==> config.mk <==
export PLATFORM = sky130hd
export DESIGN_NAME = fetch_unit
export DESIGN_NICKNAME = d
export VERILOG_FILES = /design/src/rtl/fetch_unit.sv
export SDC_FILE = /design/constraint.sdc
export NUM_CORES = 1
export LEC_CHECK = 0
export CAP_MARGIN = 40
export CORE_MARGIN = 8
export CORE_UTILIZATION = 32
export CTS_CLUSTER_DIAMETER = 40
export CTS_CLUSTER_SIZE = 25
export DETAILED_ROUTE_END_ITERATION = 16
export GPL_TIMING_DRIVEN = 1
export SYNTH_ARGS = -nofsm -noshare
export SYNTH_HDL_FRONTEND = slang
export SYNTH_SLANG_ARGS = --single-unit
==> constraint.sdc <==
create_clock -name clk -period 2.9 [get_ports clk]
set_input_delay 0.29 -clock clk [delete_from_list [all_inputs] [get_ports clk]]
set_output_delay 0.29 -clock clk [all_outputs]
set_load 0.01 [all_outputs]
==> src/rtl/fetch_unit.sv <==
// rtl/fetch_unit.sv - instruction fetch stage: PC, in-order imem requests, in-flight queue to decode
//
// Optional build macro: FETCH_ALIGN_CHECK_EN
//   defined     : a misaligned redirect sets a sticky fetch_err and stops fetching
//                 until the next aligned redirect; the PC keeps the low bits
//   not defined : redirect_pc[1:0] is forced to zero on load and fetch_err is 0
//
// Ports
//   clk          in   rising-edge clock
//   reset        in   asynchronous active-low reset
//   imem_req     out  fetch request (credit based, independent of imem_gnt)
//   imem_addr    out  request address, always the PC register
//   imem_gnt     in   request accepted this cycle
//   imem_rvalid  in   in-order response strobe, at least one cycle after grant
//   imem_rdata   in   instruction word of the response
//   redirect     in   one-cycle redirect strobe from later stages
//   redirect_pc  in   new fetch target
//   d_valid      out  head entry holds a returned instruction
//   d_ready      in   decode accepts the head entry
//   d_instr      out  head instruction, 0 when d_valid is 0
//   d_pc         out  head PC, 0 when d_valid is 0
//   fetch_err    out  sticky misaligned-redirect flag

module fetch_unit #(
    parameter logic [31:0] RESET_PC = 32'h0000_3000,
    parameter int          DEPTH    = 2
) (
    input  logic        clk,
    input  logic        reset,
    output logic        imem_req,
    output logic [31:0] imem_addr,
    input  logic        imem_gnt,
    input  logic        imem_rvalid,
    input  logic [31:0] imem_rdata,
    input  logic        redirect,
    input  logic [31:0] redirect_pc,
    output logic        d_valid,
    input  logic        d_ready,
    output logic [31:0] d_instr,
    output logic [31:0] d_pc,
    output logic        fetch_err
);

    localparam int PW = $clog2(DEPTH);
    localparam int CW = PW + 1;

    // Pointers carry one extra wrap bit so that "all DEPTH entries in use"
    // differs from "empty"; the low PW bits index the queue.
    typedef logic [CW-1:0] ptr_t;
    localparam ptr_t DEPTH_P = ptr_t'(DEPTH);
    localparam ptr_t ONE_P   = ptr_t'(1);

    logic [31:0] pc;
    logic [31:0] pc_mem    [DEPTH];
    logic [31:0] instr_mem [DEPTH];
    ptr_t        wr_ptr;
    ptr_t        fill_ptr;
    ptr_t        rd_ptr;
    ptr_t        discard_cnt;
    logic        run;
    logic        err_hold;

    ptr_t        count;
    ptr_t        unfilled;
    ptr_t        used;
    logic        grant;
    logic        pop;
    logic        rsp_drop;
    logic        rsp_fill;
    logic        rsp_used;
    logic [31:0] redirect_load;

    assign count    = wr_ptr - rd_ptr;
    assign unfilled = wr_ptr - fill_ptr;
    // Queue slots plus responses still owed to a flushed stream; both must
    // fit in DEPTH before another request may be issued.
    assign used     = count + discard_cnt;

    // run holds the request low until the first edge after reset release.
    assign imem_req  = run && !redirect && !err_hold && (used < DEPTH_P);
    assign imem_addr = pc;
    assign grant     = imem_req && imem_gnt;

    // Entries between rd_ptr and fill_ptr are allocated and filled.
    assign d_valid = (fill_ptr != rd_ptr);
    assign d_instr = d_valid ? instr_mem[rd_ptr[PW-1:0]] : 32'h0;
    assign d_pc    = d_valid ? pc_mem[rd_ptr[PW-1:0]]    : 32'h0;
    assign pop     = d_valid && d_ready;

    // Stale responses are consumed first; a response with nothing
    // outstanding matches neither case and is ignored.
    assign rsp_drop = imem_rvalid && (discard_cnt != '0);
    assign rsp_fill = imem_rvalid && (discard_cnt == '0) && (unfilled != '0);
    assign rsp_used = rsp_drop || rsp_fill;

`ifdef FETCH_ALIGN_CHECK_EN
    assign redirect_load = redirect_pc;

    always_ff @(posedge clk or negedge reset) begin
        if (!reset) begin
            err_hold <= 1'b0;
        end else if (redirect) begin
            err_hold <= (redirect_pc[1:0] != 2'b00);
        end
    end

    assign fetch_err = err_hold;
`else
    logic unused_low_bits;

    assign redirect_load   = {redirect_pc[31:2], 2'b00};
    assign err_hold        = 1'b0;
    assign fetch_err       = 1'b0;
    assign unused_low_bits = ^redirect_pc[1:0];
`endif

    always_ff @(posedge clk or negedge reset) begin
        if (!reset) begin
            pc          <= RESET_PC;
            wr_ptr      <= '0;
            fill_ptr    <= '0;
            rd_ptr      <= '0;
            discard_cnt <= '0;
            run         <= 1'b0;
            for (int i = 0; i < DEPTH; i++) begin
                pc_mem[i]    <= 32'h0;
                instr_mem[i] <= 32'h0;
            end
        end else begin
            run <= 1'b1;
            if (redirect) begin
                // Every unfilled entry still has a response coming back;
                // those become discards, less the one consumed right now.
                pc          <= redirect_load;
                wr_ptr      <= '0;
                fill_ptr    <= '0;
                rd_ptr      <= '0;
                discard_cnt <= unfilled + discard_cnt - (rsp_used ? ONE_P : '0);
            end else begin
                if (grant) begin
                    pc_mem[wr_ptr[PW-1:0]] <= pc;
                    wr_ptr                 <= wr_ptr + ONE_P;
                    pc                     <= pc + 32'd4;
                end
                if (rsp_drop) begin
                    discard_cnt <= discard_cnt - ONE_P;
                end
                if (rsp_fill) begin
                    instr_mem[fill_ptr[PW-1:0]] <= imem_rdata;
                    fill_ptr                    <= fill_ptr + ONE_P;
                end
                if (pop) begin
                    rd_ptr <= rd_ptr + ONE_P;
                end
            end
        end
    end

endmodule

Yosys cells after proc, flatten, opt, wreduce, memory -nomap -nowiden
Cells that the tools add are included.
Widths: inputs -> output; s select.
- input port bits: 70
- register bits after elaboration: 169
- word-level logic and storage cells: 76
- multiplexer cells: 25
- equal/unequal tests: 1
- reductions and logical operators: 20
- $add $sub $neg: 10
- bitwise operators: 4
- magnitude comparators: 6
- operators with widths (operator ; count):
    $mux 32 ; 12
    $bwmux 64 ; 2
    $demux 32 s1 ; 2
    $add 32x3->32 const B ; 1
    $mux 2 ; 8
    $reduce_bool 2->1 ; 6
    $logic_and 1x1->1 ; 9
    $add 2x1->2 const B ; 3
    $ge 2x2->1 const B ; 3
    $not 1->2 ; 3
    $add 2x2->2 ; 2
    $lt 2x1->1 const B ; 2
    $reduce_and 2->1 ; 2
    $sub 2x2->2 ; 2
    $logic_not 2->1 ; 1
    $lt 2x2->1 const B ; 1
    $ne 2x2->1 ; 1
    $sub 2x1->2 ; 1
    $sub 2x1->2 const B ; 1
    $logic_not 1->1 ; 1
    $logic_or 1x1->1 ; 1
    $mux 1 ; 1
    $not 1->1 ; 1

Depth between registers and ports, before layout
- word-level depth: 7
- mapped depth: 11

Least setup slack after synthesis
No wires, ideal clock.
- path type: reg-to-reg
- from: register rd_ptr[0]
- to: register pc_mem[28] (netlist name)
- stages on the path, launching flop included: 8
- data required time: 2772 ps
- setup time: 128 ps
- path slack: 569 ps
- arrival time: 2203 ps
- period minus slack after synthesis: 2331 ps
- cell sequence: dfrtp_1 -> ha_1 -> xnor2_1 -> xor3_1 -> or3_1 -> buf_2 -> buf_2 -> mux2_1
- longest elaborated chain between the ends: 6
- ends and longest elaborated chain (what ; line ; text):
    from (decl) ; 58 ; ptr_t rd_ptr;
    from (signal assigned) ; 153 ; rd_ptr <= rd_ptr + ONE_P;
    $sub 2x2->2 ; 73 ; assign count = wr_ptr - rd_ptr;
    $add 2x2->2 ; 77 ; assign used = count + discard_cnt;
    $lt 2x2->1 ; 80 ; assign imem_req = run && !redirect && !err_hold && (used < DEPTH_P);
    $logic_and 1x1->1 ; 80 ;
    $logic_and 1x1->1 ; 82 ; assign grant = imem_req && imem_gnt;
    $reduce_and 2->1 (no line) ; - ;
    to (signal, indexed assignment) ; 141 ; pc_mem[wr_ptr[PW-1:0]] <= pc;
    to (decl) ; 54 ; logic [31:0] pc_mem [DEPTH];
No other way between the ends.
A chain may end at the register's enable or synchronous reset.

Worst setup path in the final report
- from: register rd_ptr[0]
- to: output imem_req
- longest elaborated chain between the ends: 4
- ends and longest elaborated chain (what ; line ; text):
    $sub 2x2->2 ; 73 ;
    $add 2x2->2 ; 77 ;
    $lt 2x2->1 ; 80 ;
    $logic_and 1x1->1 ; 80 ;
    to (decl) ; 30 ; output logic imem_req,
No other way between the ends.

==> results.toml <==
[run_status]
outcome = "finished clean"

[clocking]
cts_tree = "yes"
cts_buffers = 17
clk_latency_ps = 430
cts-root-buf = "clkbuf_16"
htreeDepth = 4
path_clk_slew_ps = 70
cts.sinks = 163
cts_max_path_buffers = 2

[drt]
antenna_left = 0
wl_um = 21000
wl_per_cell_um = 17.7
num_vias = 5718
first_pass_iters = 4
vias_per_cell = 4.80
drc_errors = 0
first_iter_violations = 212

[sta]
drv_slew = 0
finalCriticalPeriod_ps = 2800
maxSlewHeadroom_pct = 56.8
setup-tns-final_ps = 0
clock_skew_ps = 7.95
hold_viol_final = 0
worst_pin_slew_ps = 649
fmax_mhz = 357
fin_crit_sh_pct = 96.6
setup_violations = 0
rsz0062_at_grt = "false"

[final_layout]
diodes = 0
n_fill_cell = 2404
layout-drive-gt1-share_pct = 21.0
multi_input_area_um2 = 3660
register_area_um2 = 4090
syn2layout_area_growth_pct = 33.5
fin_cells = 1192
nNetsFinal = 925
post-route-util_pct = 42.9

[synth]
ys_seq_area_share_pct = 51.1
synth_edf_count = 0
synth_most_common_cell = "dfrtp_1"
yosys.cell_types.count = 50
synth.avg_cell_area_um2 = 11.7
synthTopCellsByArea = "dfrtp_1 (50%), mux2_2 (15%), mux2i_1 (7.9%)"
synth_seq_cells = 163
yosysTopAreaCell = "dfrtp_1"
yosysTopAreaCellShare_pct = 50.5
synth_cells = 681
synth_common_cells = "dfrtp_1 (161), mux2_2 (104), nor2_1 (74), mux2i_1 (63), nand2_1 (45)"
syn_area_um2 = 7980
ys_warn_count = 0
synth_ff_type = "dfrtp_1"
synthArstFlopShare_pct = 100

[die]
start_util_pct = 32.2
die_h_um = 174
rows = 58
io_pins = 169
die_w_um = 174
die-area_um2 = 30300
core_um2 = 24800

[setup_path]
cp_data_required_time_ps = 2610
cp-end-kind = "primary output"
crit_arrival_ps = 2510
path_class = "reg -> out"
crit_fanout = 4
r2r_setup_slack_ps = 420
ff2ff_path_depth = 8
critPathLaunchType = "register"
rr_endpoint = "imem_addr[5]$_DFFE_PN0P_"
worstReg2RegStart = "rd_ptr[0]$_DFFE_PN0P_"

[place]
hpwl_um = 14700
dp_cells = 1158
place.gp.congestion = 0.751
portBuffers = 161

[global_route]
grt_pass1_wl_um = 34500
grt_usage_pct = 14.2
grt_max_degree = 62
grt.overflow.total = 0
antenna_found_initial = 0
grt_pass1_vias = 6131

[worst_hold_path]
hold_path_class = "in -> async"

[run]
cap_violations = 0

[power]
p_leak_uw = 0.00438
vdd_drop_max_uv = 329
p_per_area_nw_per_um2 = 717
fin_total_pwr_uw = 7640
==> how the worst max path moves through the flow <==
stage | to | slack [ps] | from
after global routing | imem_req | 0.1 | rd_ptr[0]$_DFFE_PN0P_
after CTS | imem_req | 20 | rd_ptr[0]$_DFFE_PN0P_
after floorplan | pc_mem[28]$_DFFE_PN0P_ | 570 | rd_ptr[0]$_DFFE_PN0P_
final | imem_req | 100 | rd_ptr[0]$_DFFE_PN0P_
after global placement | d_pc[27] | 330 | fill_ptr[0]$_DFFE_PN0P_
after detailed placement | pc_mem[28]$_DFFE_PN0P_ | 400 | rd_ptr[0]$_DFFE_PN0P_
==> sequential cells by signal, indices dropped and copies added, names as in the netlist <==
register / flops
instr_mem: 64
pc_mem: 60
imem_addr: 30
discard_cnt: 2
fill_ptr: 2
rd_ptr: 2
wr_ptr: 2
run: 1
==> stage by stage <==
stage | cell area (um^2) | hold WS [ps] | setup slack [ps]
after floorplan | 8000 | -5.59 | 569
after global placement | 10000 | 250 | 334
after detailed placement | 10100 | 255 | 399
after CTS | 10700 | 357 | 18.0
after global routing | 10700 | 380 | 0.133
final | 10700 | 357 | 98.0
==> cells by family (layout without fill, tap and decap cells) <==
logic type	Yosys count	after routing	synth area share (%)
DFF	163	163	51.1
adders and majority gates	6	6	0.940
other	2	6	0.0941
buffers and inverters	56	233	3.57
xor gates and xnor gates	31	31	3.76
muxes	184	184	25.0
and+or+nand+nor	184	184	10.8
AOI/OAI and AO/OA	55	55	4.70
==> timing repair <==
item / in CTS / in global routing
hold buffers: 1 / 0
endpoints found under the hold margin: 42 / 0
resized for setup: 2 / 1
endpoints found under the setup margin: 1 / 1
setup buffers: 1 / 0
pin swaps: 1 / 1
==> report_power, final <==
part | total, uW | switching, uW | internal (uW)
Combinational | 2120 | 938 | 1180
Sequential | 3300 | 372 | 2920
Clock | 2230 | 984 | 1240
Total | 7640 | 2290 | 5350
==> worst max-delay path, stage by stage (launching register included) <==
cell and delay, ps:
dfrtp_4 500, ha_1 230, xnor2_2 180, xnor3_2 470, and3_1 220, clkdlybuf4s50_1 480
==> layout by cell type (no fill, tap or decap), drive strengths merged, types with 13 or more instances in the layout <==
cell type      instances
nor2                  74
buf                   31
clkbuf                20
mux2i                 63
nand3                 16
o311ai                13
inv                   14
mux2                 121
clkdlybuf4s50        159
xnor2                 24
o21ai                 23
nand2                 46
dfrtp                161
==> layer usage <==
layer | global-route usage, % | vias to the layer above | wire [um]
met5 | 0 | - | 0
met4 | 3.46 | 0 | 125
met3 | 4.32 | 9 | 1100
li1 | - | 2744 | -
met2 | 22.8 | 127 | 9690
met1 | 18.5 | 2838 | 10100
==> final cells by class <==
cell class,instances,share of cell area [%]
clock inverters,12,1.14
flip-flops and latches,163,38.3
well taps,330,3.87
inverters,10,0.352
multi-input cells,466,34.3
clock buffers,20,4.29
repair buffers,191,17.7
No activity file was read; power rests on OpenSTA's default activity.
==> edit 1: new RTL, same settings <==
Add a define of `FETCH_ALIGN_CHECK_EN`.
--- a/src/rtl/fetch_unit.sv
+++ b/src/rtl/fetch_unit.sv
@@ -21,4 +21,6 @@
 //   d_pc         out  head PC, 0 when d_valid is 0
 //   fetch_err    out  sticky misaligned-redirect flag
+
+`define FETCH_ALIGN_CHECK_EN
 
 module fetch_unit #(
Behaviour: not the same (a bounded check fails within 4 cycles, from zero or initial values and one cycle with reset low).
==> edit 1 against the unedited design <==
  * Sequential power down 5%
  * Global-route usage up 0.46 points
  * Sequential cell count up 7
  * Maximum frequency up 2.7%
  * Die area up 4.0%
  * Setup slack better by 0.073 ns
  * Wire length up 7.1%
  * Final area up 5.2%
  * Hold slack worse by 0.026 ns
  * Area after synthesis up 4.4%
  * Via count up 5.4%
  * Total power down 8.9%
  * Largest cell class unchanged
  * Largest power group unchanged
==> edit 1: results (changes against the unedited design) <==
Parameter                              Value

Status
  Result of the run    completed (unchanged)

Placement
  Number of cells after detailed placement    1,202 (was 1,158)
  Placement-stage worst setup slack    0.1790 ns (was 0.3990 ns)
  Number of I/O port buffers    168 (was 161)

Global route
  Met2 Usage GRT    23.06% (was 22.82%)
  Wire length of the first global-routing pass    36.37 mm (was 34.55 mm)
  Global routing met1 resource utilization    19.75% (was 18.46%)
  Vias in the first global route    6,398 (was 6,131)
  Largest net degree at the start of global routing    68 (was 62)

Setup path
  Peak fanout along the critical path    65 (was 4)
  Worst Path Arrival    2.44 ns (was 2.51 ns)
  Count of cells along the worst register-to-register path    9 (was 8)
  End of the worst register-to-register path    pc_mem[58] (was imem_addr[5])
  Slowest stage cell on the critical path    sky130_fd_sc_hd__clkdlybuf4s50_1 (was sky130_fd_sc_hd__dfrtp_4)

Route
  Violation count after the first detailed-routing iteration    476 (was 212)
  Drt via density    4.875 (was 4.797)
  Routed WL per cell    18.23 µm (was 17.66 µm)

Logic synthesis
  Proportion of synthesized chip area in sequential cells    51.05% (was 51.12%)
  Cell types occupying the most area after synthesis    sky130_fd_sc_hd__dfrtp_1, sky130_fd_sc_hd__mux2_2, sky130_fd_sc_hd__mux2i_1, sky130_fd_sc_hd__mux2_1, sky130_fd_sc_hd__nor2_1 (was sky130_fd_sc_hd__dfrtp_1, sky130_fd_sc_hd__mux2_2, sky130_fd_sc_hd__mux2i_1, sky130_fd_sc_hd__nor2_1, sky130_fd_sc_hd__xnor2_1)
  Cell types with the highest counts after synthesis    sky130_fd_sc_hd__dfrtp_1, sky130_fd_sc_hd__mux2_2, sky130_fd_sc_hd__nor2_1 (unchanged)
  Synth cell types    57 (was 50)

Timing
  Worst clock skew on the final layout    0.01171 ns (was 0.007950 ns)
  Worst Tran Pin Value    0.7541 ns (was 0.6486 ns)

Finish
  Ratio of cells with drive above 1 in the final layout    20.20% (was 21.00%)
  Final-stage net count    964 (was 925)

Hold path
  Min-Delay Path Class    in2reg (was in2async)
-- edit 1: through the flow --
step	utilization, %	cell area [µm²]
final	43.41	11220
after global routing	43.41	11220
after CTS	43.39	11210
after detailed placement	40.87	10560
after global placement	40.76	10530
after floorplan	-	8338
-- edit 1: logic make-up (layout without fill, tap and decap cells) --
kind of cell	count (synthesis)	after routing	share of synthesized area [%]
AO/OA/AOI/OAI	63	63	4.907
XOR/XNOR	29	29	3.496
adder cells (fa/ha/maj)	6	6	0.9003
buffers and inverters	55	244	2.881
flip-flops	170	170	51.05
multiplexers	189	189	24.53
other	1	1	0.04497
AND/OR/NAND/NOR	199	199	12.19
-- edit 1: area by class of cell --
class,instances,area [µm²],area share (%)
sequential,170,4260,37.98
multi-input combinational,487,3867,34.48
timing repair buffer,197,1996,17.79
clock buffer,19,452.9,4.038
tap,335,419.2,3.737
clock inverter,13,165.2,1.472
inverter,15,56.30,0.5020
-- edit 1: repair_timing --
item | in CTS | in global routing
pin swaps | 1 | 0
endpoints found under the hold margin | 64 | 0
gates resized for setup | 5 | 1
setup endpoints to repair | 66 | 11
hold buffers | 1 | 0
buffers inserted | 1 | 0
-- edit 1: power breakdown --
group	total (mW)	internal, mW	leakage [nW]	switching, mW
clock network	2.38	1.41	0.292	0.967
logic	1.45	0.798	2.15	0.652
registers	3.14	2.84	2.25	0.301
-- edit 1: worst max-delay path, delay by kind of cell, from the launching register on --
| kind | cells | cell delay (ns) |
|---|---|---|
| AND/OR/NAND/NOR | 2 | 0.39 |
| flip-flops | 1 | 0.49 |
| buffers and inverters | 3 | 1.00 |
| XOR/XNOR | 1 | 0.14 |
-- edit 1: worst max-delay path by stage --
stage                  endpoint           start  cells past startpoint  slack (ns)
finish              d_instr[18]       rd_ptr[0]                      6        0.17
floorplan             pc_mem[0]  discard_cnt[0]                      7        0.74
global route            d_valid       rd_ptr[0]                      6        0.02
CTS                     d_valid       rd_ptr[0]                      6        0.05
detailed placement  d_instr[18]       rd_ptr[0]                      5        0.18
global placement     pc_mem[62]       rd_ptr[0]                      7        0.18
-- edit 1: routing by layer --
metal | vias to the layer above | share of wire (%)
met5 | - | 0
met4 | 0 | 0.55
met3 | 7 | 6.7
met2 | 159 | 45
met1 | 2992 | 47
li1 | 2868 | -
==> edit 2: new RTL, same flow settings <==
Without the edit above. `RESET_PC`: 32'h0000_3000 -> 32'h00002000.
--- a/src/rtl/fetch_unit.sv
+++ b/src/rtl/fetch_unit.sv
@@ -23,5 +23,5 @@
 
 module fetch_unit #(
-    parameter logic [31:0] RESET_PC = 32'h0000_3000,
+    parameter logic [31:0] RESET_PC = 32'h00002000,
     parameter int          DEPTH    = 2
 ) (
Function: changed (a bounded check fails within 4 cycles, from zero or initial values and one cycle with reset low).
==> edit 2 against the unedited design <==
  * Total power fell by 0.44%
  * Sequential cell count did not move
  * Count of clock-buffer cells in the layout fell by 1
  * Die area barely moved
  * Area after synthesis barely moved
  * Final area fell by 0.29%
  * Core utilization fell by 0.13 points
  * Maximum frequency rose by 5.1%
  * Wire length fell by 0.63%
  * Setup slack improved by 0.14 ns
  * Cell count fell by 0.25%
  * Synthesized cell count did not move
==> edit 2: results (changes against the unedited design) <==
Parameter                              Value

Logic synthesis
  Cell types with the highest counts after synthesis    sky130_fd_sc_hd__dfrtp_1, sky130_fd_sc_hd__mux2_2, sky130_fd_sc_hd__nor2_1 (unchanged)
  Proportion of synthesized chip area in sequential cells    51.11% (was 51.12%)
  Cell types occupying the most area after synthesis    sky130_fd_sc_hd__dfrtp_1, sky130_fd_sc_hd__mux2_2, sky130_fd_sc_hd__mux2i_1, sky130_fd_sc_hd__nor2_1, sky130_fd_sc_hd__xnor2_1 (unchanged)

Placement
  Placement-stage worst setup slack    0.4283 ns (was 0.3990 ns)
  Hpwl dp    14.58 mm (was 14.68 mm)
  Placed standard-cell area    0.01003 mm² (was 0.01005 mm²)
  Final weighted congestion in routability-driven placement    0.7542 (was 0.7506)

Global route
  Wire length of the first global-routing pass    34.11 mm (was 34.55 mm)
  Largest net degree at the start of global routing    74 (was 62)
  Total global-route track usage    14.08% (was 14.21%)
  Global routing met1 resource utilization    18.93% (was 18.46%)
  Met3 global-route usage    4.296% (was 4.318%)
  Vias in the first global route    6,017 (was 6,131)

Status
  Result of the run    completed (unchanged)

Finish
  Fill cells    2,407 (was 2,404)
  Finished Layout Cells    1,189 (was 1,192)

Route
  First-pass DRT Iterations    5 (was 4)
  Routed WL per cell    17.59 µm (was 17.66 µm)
  Met1 WL    10.09 mm (was 10.13 mm)
  Violation count after the first detailed-routing iteration    254 (was 212)
  Routed wl met2    9.358 mm (was 9.687 mm)

Power
  Internal power    5.325 mW (was 5.347 mW)
  Worst vdd ir    337.6 µV (was 328.9 µV)
  Static Leakage    4.393 nW (was 4.382 nW)

Setup path
  Worst Path Arrival    2.38 ns (was 2.51 ns)
  Peak per-stage delay on the critical path    0.57 ns (was 0.50 ns)

Timing
  Worst clock skew on the final layout    0.009680 ns (was 0.007950 ns)
## edit 2: cell types whose count changed after synthesis, sizes merged
cell   before  now
dfrtp     161  162
dfstp       2    1
## edit 2: cells by family (layout without fill, tap and decap cells)
kind of cell               after synthesis  in the layout  share of synthesized area (%)
other                                    2              6                        0.09408
and+or+nand+nor                        184            184                          10.85
muxes                                  184            184                          24.97
AOI/OAI and AO/OA                       55             55                          4.702
adders and majority gates                6              6                         0.9404
buffers and inverters                   56            230                          3.574
DFF                                    163            163                          51.11
xor gates and xnor gates                31             31                          3.762
## edit 2: power by group through the flow
stage | registers (mW) | clock network, mW | logic, mW
6_report | 3.31 | 2.21 | 2.09
5_1_grt | 3.39 | 2.37 | 2.32
4_1_cts | 3.31 | 2.27 | 2.14
3_5_place_dp | 3.35 | 0 | 2.11
3_3_place_gp | 3.33 | 0 | 2.08
2_1_floorplan | 3.26 | 0 | 1.40
## edit 2: cell type report
cell class / instances / area (µm²) / area share, %
sequential: 163 / 4084 / 38.43
multi-input combinational: 466 / 3651 / 34.36
tap: 330 / 412.9 / 3.886
clock buffer: 19 / 452.9 / 4.262
clock inverter: 13 / 122.6 / 1.154
inverter: 10 / 37.54 / 0.3532
timing repair buffer: 188 / 1866 / 17.56
## edit 2: path summary, 6_finish.rpt
path                                      end  cells past startpoint  slack [ns]
max in group asynchronous       instr_mem[46]                      3        1.70
min in group clk                imem_addr[13]                      3        0.42
worst max-delay path              d_instr[29]                      5        0.23
worst min register to register     pc_mem[13]                      2        0.49
worst min-delay path            instr_mem[37]                      2        0.42
worst max register to register     pc_mem[15]                      6        0.41
